<file path="src/rtl/div_unit_pkg.sv">
// Shared definitions for the multi-cycle divider and its E-stage glue.
package div_unit_pkg;

  // Divider control states, 2-bit encoding.
  typedef enum logic [1:0] {
    DivIdle = 2'd0,
    DivBusy = 2'd1,
    DivDone = 2'd2
  } div_state_e;

  // Fill bit for the divide-by-zero quotient (all ones at any width).
  localparam logic DivZeroFill = 1'b1;

  // SPECIAL-opcode function codes that select the divider in the E-stage glue.
  localparam logic [5:0] FunctDiv  = 6'b011010;
  localparam logic [5:0] FunctDivu = 6'b011011;

endpackage

</file>
<file path="src/rtl/div_unit_iter.sv">
// One restoring-division step: shift {rem, dvd} left, trial-subtract the divisor.
module div_iter #(
  parameter int unsigned WIDTH = 32
) (
  input  logic [WIDTH-1:0] rem,
  input  logic [WIDTH-1:0] dvd,
  input  logic [WIDTH-1:0] divisor,
  output logic [WIDTH-1:0] rem_next,
  output logic [WIDTH-1:0] dvd_next,
  output logic             qbit
);

  logic [WIDTH:0] shifted;
  logic [WIDTH:0] trial;

  // rem < divisor on entry, so the shifted value and a negative trial both fit in WIDTH+1 bits
  // and trial[WIDTH] acts as the borrow/sign bit.
  always_comb begin
    shifted  = {rem, dvd[WIDTH-1]};
    trial    = shifted - {1'b0, divisor};
    qbit     = ~trial[WIDTH];
    rem_next = qbit ? trial[WIDTH-1:0] : shifted[WIDTH-1:0];
    dvd_next = {dvd[WIDTH-2:0], qbit};
  end

endmodule

</file>
<file path="src/rtl/div_unit.sv">
// Multi-cycle radix-2 restoring divider (DIV/DIVU) with E-stage stall and annul.
module div_unit
  import div_unit_pkg::*;
#(
  parameter int unsigned WIDTH = 32,
  parameter int unsigned CNT_W = 6
) (
  input  logic             clk,
  input  logic             resetn,
  input  logic             start,
  input  logic             signed_div,
  input  logic [WIDTH-1:0] a,
  input  logic [WIDTH-1:0] b,
  input  logic             annul,
  output logic             busy,
  output logic             done,
  output logic [WIDTH-1:0] quotient,
  output logic [WIDTH-1:0] remainder
);

  div_state_e state_q, state_d;

  logic [CNT_W-1:0] cnt_q, cnt_d;
  logic [WIDTH-1:0] rem_q, rem_d;
  logic [WIDTH-1:0] dvd_q, dvd_d;
  logic [WIDTH-1:0] dvs_q, dvs_d;
  logic             signed_q, signed_d;
  logic             sign_a_q, sign_a_d;
  logic             sign_b_q, sign_b_d;
  logic             dbz_q, dbz_d;
  logic [WIDTH-1:0] quot_q, quot_d;
  logic [WIDTH-1:0] remd_q, remd_d;
  logic             done_q, done_d;

  logic             accept;
  logic             last_iter;
  logic             step;
  logic [WIDTH-1:0] rem_step, dvd_step;
  logic             qbit_step;
  logic [WIDTH-1:0] quot_fix, rem_fix;

  div_iter #(
    .WIDTH(WIDTH)
  ) u_iter (
    .rem     (rem_q),
    .dvd     (dvd_q),
    .divisor (dvs_q),
    .rem_next(rem_step),
    .dvd_next(dvd_step),
    .qbit    (qbit_step)
  );

  // Request acceptance, stall and final-iteration decode.
  always_comb begin
    accept    = start & ~annul & (state_q != DivBusy);
    busy      = (state_q == DivBusy) | accept;
    last_iter = (cnt_q == CNT_W'(WIDTH - 1));
    step      = (state_q == DivBusy) & ~annul;
  end

  // Sign fixup of the final step; divide-by-zero forces an all-ones quotient. The remainder
  // path alone already yields a for b == 0 (|a| re-negated when a was negative).
  always_comb begin
    quot_fix = (signed_q & (sign_a_q ^ sign_b_q)) ? -dvd_step : dvd_step;
    rem_fix  = (signed_q & sign_a_q) ? -rem_step : rem_step;
    if (dbz_q) quot_fix = {WIDTH{DivZeroFill}};
  end

  // Next-state logic.
  always_comb begin
    state_d = state_q;
    unique case (state_q)
      DivIdle: if (accept) state_d = DivBusy;
      DivBusy: begin
        if (annul) state_d = DivIdle;
        else if (last_iter) state_d = DivDone;
      end
      DivDone: state_d = accept ? DivBusy : DivIdle;
      default: state_d = DivIdle;
    endcase
  end

  // Datapath next-state: load on accept, iterate in BUSY, write result on the last step.
  always_comb begin
    cnt_d    = cnt_q;
    rem_d    = rem_q;
    dvd_d    = dvd_q;
    dvs_d    = dvs_q;
    signed_d = signed_q;
    sign_a_d = sign_a_q;
    sign_b_d = sign_b_q;
    dbz_d    = dbz_q;
    quot_d   = quot_q;
    remd_d   = remd_q;
    done_d   = 1'b0;
    if (accept) begin
      signed_d = signed_div;
      sign_a_d = a[WIDTH-1];
      sign_b_d = b[WIDTH-1];
      dvd_d    = (signed_div & a[WIDTH-1]) ? -a : a;
      dvs_d    = (signed_div & b[WIDTH-1]) ? -b : b;
      dbz_d    = (b == '0);
      rem_d    = '0;
      cnt_d    = '0;
    end else if (step) begin
      rem_d = rem_step;
      dvd_d = dvd_step;
      cnt_d = cnt_q + CNT_W'(1);
      if (last_iter) begin
        quot_d = quot_fix;
        remd_d = rem_fix;
        done_d = 1'b1;
      end
    end
  end

  // State register.
  always_ff @(posedge clk or negedge resetn) begin
    if (!resetn) state_q <= DivIdle;
    else         state_q <= state_d;
  end

  // Datapath and result registers.
  always_ff @(posedge clk or negedge resetn) begin
    if (!resetn) begin
      cnt_q    <= '0;
      rem_q    <= '0;
      dvd_q    <= '0;
      dvs_q    <= '0;
      signed_q <= 1'b0;
      sign_a_q <= 1'b0;
      sign_b_q <= 1'b0;
      dbz_q    <= 1'b0;
      quot_q   <= '0;
      remd_q   <= '0;
      done_q   <= 1'b0;
    end else begin
      cnt_q    <= cnt_d;
      rem_q    <= rem_d;
      dvd_q    <= dvd_d;
      dvs_q    <= dvs_d;
      signed_q <= signed_d;
      sign_a_q <= sign_a_d;
      sign_b_q <= sign_b_d;
      dbz_q    <= dbz_d;
      quot_q   <= quot_d;
      remd_q   <= remd_d;
      done_q   <= done_d;
    end
  end

  assign done      = done_q;
  assign quotient  = quot_q;
  assign remainder = remd_q;

endmodule

</file>
<file path="config.mk">
export PLATFORM = sky130hd
export DESIGN_NAME = div_unit
export DESIGN_NICKNAME = d
export VERILOG_FILES = /design/src/rtl/div_unit_pkg.sv /design/src/rtl/div_unit_iter.sv /design/src/rtl/div_unit.sv
export SDC_FILE = /design/constraint.sdc
export NUM_CORES = 1
export LEC_CHECK = 0
export ABC_AREA = 1
export CAP_MARGIN = 25
export CELL_PAD_IN_SITES_DETAIL_PLACEMENT = 1
export CELL_PAD_IN_SITES_GLOBAL_PLACEMENT = 2
export CORE_ASPECT_RATIO = 0.6
export CORE_MARGIN = 5
export CORE_UTILIZATION = 39
export DETAILED_ROUTE_END_ITERATION = 12
export DONT_BUFFER_PORTS = 1
export HOLD_SLACK_MARGIN = 0.1
export PLACE_DENSITY = 0.95
export SYNTH_ARGS = -nofsm -noshare
export SYNTH_HDL_FRONTEND = slang
export SYNTH_SLANG_ARGS = --single-unit
</file>
<file path="constraint.sdc">
create_clock -name clk -period 8.2 [get_ports clk]
set_clock_uncertainty 0.05 [all_clocks]
set_input_delay 1.64 -clock clk [delete_from_list [all_inputs] [get_ports clk]]
set_output_delay 1.64 -clock clk [all_outputs]
set_load 0.05 [all_outputs]
</file>
* Word-level counts from Yosys, hierarchy flattened
Index checks and enable logic that the tools add are counted.
Storage, ports and cells: bits of input ports 69, output and inout bits 66, flip-flop bits (word level) 173, logic and storage cells 61
Operators by class: equal/unequal tests 6, bitwise operators 12, reductions and logical operators 5, add/subtract/negate cells 6, mux-type cells 20
Operator list (count):
- 32-bit 2-to-1 mux | 10
- 32-bit negation | 4
- 33-bit by 32-bit subtractor with 33-bit output | 1
- 32-bit zero test | 1
- 6-bit 2-to-1 mux | 2
- 1-bit bitwise AND | 7
- 6-bit by 1-bit adder with 6-bit output, second input constant | 1
- 6-bit by 5-bit == test with 1-bit output, second input constant | 1
- 2-bit 2-to-1 mux | 3
- 2-bit case mux with 3 select lines | 1
- 1-bit 2-to-1 mux | 4
- 3-bit inequality test, second input constant | 1
- 1-bit NOT | 3
- 3-bit AND reduction | 1
- 2-bit by 1-bit == test with 1-bit output, second input constant | 1
- 2-bit == test, second input constant | 1
- 2-bit zero test | 1
- 2-bit by 1-bit inequality test with 1-bit output, second input constant | 1
- 2-bit inequality test, second input constant | 1
- 2-bit AND reduction | 1
- 2-bit nonzero test | 1
- 1-bit bitwise OR | 1
- 1-bit XOR | 1

* Depth between registers and ports, before layout
depth after elaboration 5, mapped depth 30, mapped depth without buffers 28

* Modules after synthesis
Synthesis repeated with hierarchy kept, for this count alone.
Unflattened totals: cells, all modules 2270, area total of the unflattened synthesis 13994.7 um^2
By module, submodules not included:
- div_unit | cells an instance 1555, instances 1, seq. area each 4329.2 um^2, area an instance 10591.4 um^2
- div_iter | cells an instance 715, instances 1, seq. area each 0.0 um^2, area an instance 3403.3 um^2

* Least setup slack after synthesis
No wires, ideal clock.
kind register -> register, from register dvd_q[31], to register quot_q[28] (netlist: quotient[28]), buffers on the path 2, arrival 3.828 ns, required time 8.030 ns, setup time 0.120 ns, setup slack 4.201 ns, cell stages (with the launch flop) 31, clock period less this slack 3.999 ns, path through dfrtp_1 inv_1 ha_1 fa_1 inv_1 nand2_1 nand2_1 nand3_1 nand2_1 nand2_1 nand2_1 nand2_2 nand2_1 nand2_2 nand2_2 buf_6 buf_6 ha_1 inv_1 nor3_1 nand3_1 inv_1 nand3_1 nor4_1 nand4_1 o21ai_0 o21ai_0 a21oi_1 o21ai_0 o21ai_0 inv_1
Between the ends: cells in the longest elaborated chain, start to end 5
RTL lines:
- start: declaration | RTL line div_unit.sv:25 | logic [WIDTH-1:0] dvd_q, dvd_d;
- start signal: assignment | RTL line div_unit.sv:140 | dvd_q <= dvd_d;
- 33-bit by 32-bit subtractor with 33-bit output | RTL line div_unit_iter.sv:20 | trial = shifted - {1'b0, divisor};
- 1-bit NOT | RTL line div_unit_iter.sv:21 | qbit = ~trial[WIDTH];
- 32-bit negation | RTL line div_unit.sv:64 | quot_fix = (signed_q & (sign_a_q ^ sign_b_q)) ? -dvd_step : dvd_step;
- 32-bit 2-to-1 mux | RTL line div_unit.sv:64
- 32-bit 2-to-1 mux | RTL line div_unit.sv:66 | if (dbz_q) quot_fix = {WIDTH{DivZeroFill}};
- end signal: assignment | RTL line div_unit.sv:146 | quot_q <= quot_d;
- end: declaration | RTL line div_unit.sv:31 | logic [WIDTH-1:0] quot_q, quot_d;
No other way between the ends. A chain may end at the register's enable or synchronous reset.

* Final worst setup path
Ends and elaborated chain as after synthesis.

==> impl_metrics.tcl <==
set metrics [dict create \
    wl_per_cell_um 21.47 \
    synth-seq-cells 173 \
    hold_buffers 0 \
    root_buffer "clkbuf_16" \
    hold_path_end "state_q[0]" \
    netlist.area_leader.share 0.3370 \
    clk_pin_slew_worst_paths_ps 80 \
    synthToLayoutAreaGrowth_pct 7.606 \
    portBuffers 0 \
    nFillCells 4255 \
    timing.rr.end "quotient[28]" \
    register_area_mm2 0.004329 \
    holdWs_ps 419.3 \
    post_cts_resized 0 \
    rsz0062_at_grt "no" \
    drt_wl_total_um 49990 \
    status "finished, final reports clean" \
    numClockSinks 173 \
    finalCritPeriodShare 0.6732 \
    yosysTopAreaCell "dfrtp_1" \
    cts_setup_buffers 0 \
    grt_max_degree 174 \
    netlist_area_mm2 0.01285 \
    io_pins 135 \
    crit_path_end_kind "flip-flop" \
    cp.arrival_ps 5820 \
    tightest_slew_ps 820.8 \
    min-delay-start "state_q[0]" \
    cts_tree "yes" \
    worst_path_largest_cell_delay_ps 620 \
    critPathMostFrequentCell "nand2_1" \
    final.setup.tns_ps 0 \
    yosysSeqAreaShare 0.3370 \
    slowest_stage "nand2_2" \
    grt_pass1_vias 12670 \
    multi_input_area_mm2 0.007209 \
    syn_avg_cell_area_um2 6.705 \
    r2r_setup_slack_ps 2680 \
    route.detailed.drc 0 \
    synth_area_leaders "dfrtp_1 34%, nand2_1 17%, inv_1 8.0%" \
    drive_above_1_share 0.05360 \
    critical_path_class "flip-flop to flip-flop" \
    synth_cell_types 51 \
    final_cells 2328 \
    drtPass1Iterations 5 \
    globalRouteTotalUtil 0.2712 \
    htree_levels 4 \
    r2r_start "dvd_q[31]" \
    clkLatencyLatePin_ps 460 \
    coreArea_mm2 0.03248 \
    grt_pass1_wl_um 76490 \
    yosysWarnings 0 \
    max_cap_viol_count 0 \
    finalCriticalPeriod_ps 5520 \
    slew_violations 0 \
    hold_path_class "flip-flop to flip-flop" \
    globalplace.congestion 0.9275 \
    worstSetupStartpointType "flip-flop" \
    hold_viol 0 \
    slew_headroom 0.4508 \
    die-area_mm2 0.03679 \
    leakagePower_nw 7.154 \
    syn_nets 2023 \
    rows 51 \
    cts_buffers 17 \
    overflow 0 \
    final_nets 1997 \
    synth_cells 1916 \
    ant_nets 0 \
    die_w_um 244.3 \
    crit_fanout 38 \
    dp_cells 2295 \
    initial_core_util 0.3955 \
    dpl.hpwl_um 39760 \
    antenna_found_initial 0 \
    drt_first_iter_violations 1200 \
    setup_violations 0 \
    fmax_mhz 181.2 \
    fp.dieH_um 150.6 \
    vdd_drop_max_v 0.0002236 \
    worstRegToRegCells 28 \
    power_per_cell_area_mw_per_mm2 422.8 \
    critPathRequiredTime_ps 8500 \
    via_per_inst 5.527 \
    min_path_cells 1 \
    clock_path_buffers 2 \
    vias 12870 \
]
## metrics by stage
step	worst slack (ps)	util	total power (W)	instance area (µm²)
6_report	2680	0.4256	0.005845	13820
5_1_grt	2337	0.4256	0.006287	13820
3_5_place_dp	2966	0.4068	0.004847	13210
3_3_place_gp	3324	0.4059	0.004728	13180
4_1_cts	2874	0.4256	0.005743	13820
2_1_floorplan	4201	-	0.003785	12850
## synthesized netlist by cell type (all sizes together)
cell type,n
o31ai,7
nand4,24
o221ai,5
nor3b,1
fa,1
or3,1
nor4,10
nand3,124
o21bai,6
xnor2,26
dfrtp,173
and2,3
o21a,1
nand3b,4
a21oi,57
a2bb2oi,4
a41oi,1
or2,6
nand2,601
clkbuf,41
a221oi,1
o22ai,39
o32a,2
buf,14
clkinv,2
xor2,70
ha,37
a21o,2
inv,277
o22a,5
o211ai,15
nor3,30
o21ai,163
a22o,1
a31oi,5
nor2,157
## cell type report
| type | instances | share of cell area |
|---|---|---|
| inverters | 279 | 0.07575 |
| flip-flops and latches | 173 | 0.3132 |
| well taps | 424 | 0.03837 |
| clock buffers | 19 | 0.03276 |
| diodes | 1 | 0.0001810 |
| multi-input cells | 1409 | 0.5215 |
| clock inverters | 13 | 0.01140 |
| repair buffers | 10 | 0.006878 |
## worst max path at each step
stage / from / to / slack, ps / cells past startpoint
finish: dvd_q[31] / quotient[28] / 2680 / 28
global route: dvd_q[31] / quotient[28] / 2340 / 28
CTS: dvd_q[31] / quotient[28] / 2870 / 28
detailed placement: dvd_q[31] / quotient[28] / 2970 / 28
global placement: dvd_q[31] / quotient[28] / 3320 / 28
floorplan: dvd_q[31] / quotient[28] / 4200 / 30
## worst max-delay path, delay by kind of cell, from the launching register on
kind / cells / cell delay, ps
and+or+nand+nor: 15 / 2640
AOI/OAI and AO/OA: 5 / 1000
adders and majority gates: 3 / 950
buffers and inverters: 5 / 420
DFF: 1 / 320
## kinds of logic after synthesis
| kind of cell | share of synthesized area |
|---|---|
| compound gates | 0.1404 |
| xor+xnor | 0.06545 |
| fa+ha+maj | 0.03759 |
| buf+inv | 0.1026 |
| flops | 0.3370 |
| simple gates | 0.3169 |
## report_power, final
group | leakage [nW] | switching [W] | internal, W
Combinational | 4.61 | 0.00269 | 0.00105
Clock | 0.296 | 0.000395 | 0.000474
Sequential | 2.25 | 0.000224 | 0.00101
Total | 7.15 | 0.00331 | 0.00254
## cells in the final DEF, fill, tap and decap left out, drive strengths merged, types with 15 or more instances in the layout
| master | synthesis | final |
|---|---|---|
| a21oi | 57 | 57 |
| clkbuf | 41 | 19 |
| dfrtp | 173 | 173 |
| ha | 37 | 37 |
| inv | 277 | 281 |
| nand2 | 601 | 601 |
| nand3 | 124 | 124 |
| nand4 | 24 | 24 |
| nor2 | 157 | 157 |
| nor3 | 30 | 30 |
| o211ai | 15 | 15 |
| o21ai | 163 | 163 |
| o22ai | 39 | 39 |
| xnor2 | 26 | 26 |
| xor2 | 70 | 70 |
## registers in the layout, indices dropped and copies added, names as in the netlist
register and flops:
cnt_q 6, done 1, dvs_q 32, sign_a_q 1, state_q 2, dvd_q 32
quotient 32, rem_q 32, signed_q 1, sign_b_q 1, dbz_q 1, remainder 32
## layer usage
metal,wire (µm),up-vias,track usage,share of wire
li1,-,6127,-,-
met1,25570,6240,0.4309,0.51
met2,18020,479,0.3358,0.36
met3,6099,21,0.1185,0.12
met4,300,0,0.03382,0.0060
met5,0,-,0,0
Note: power is estimated with default switching activity, not from simulation.
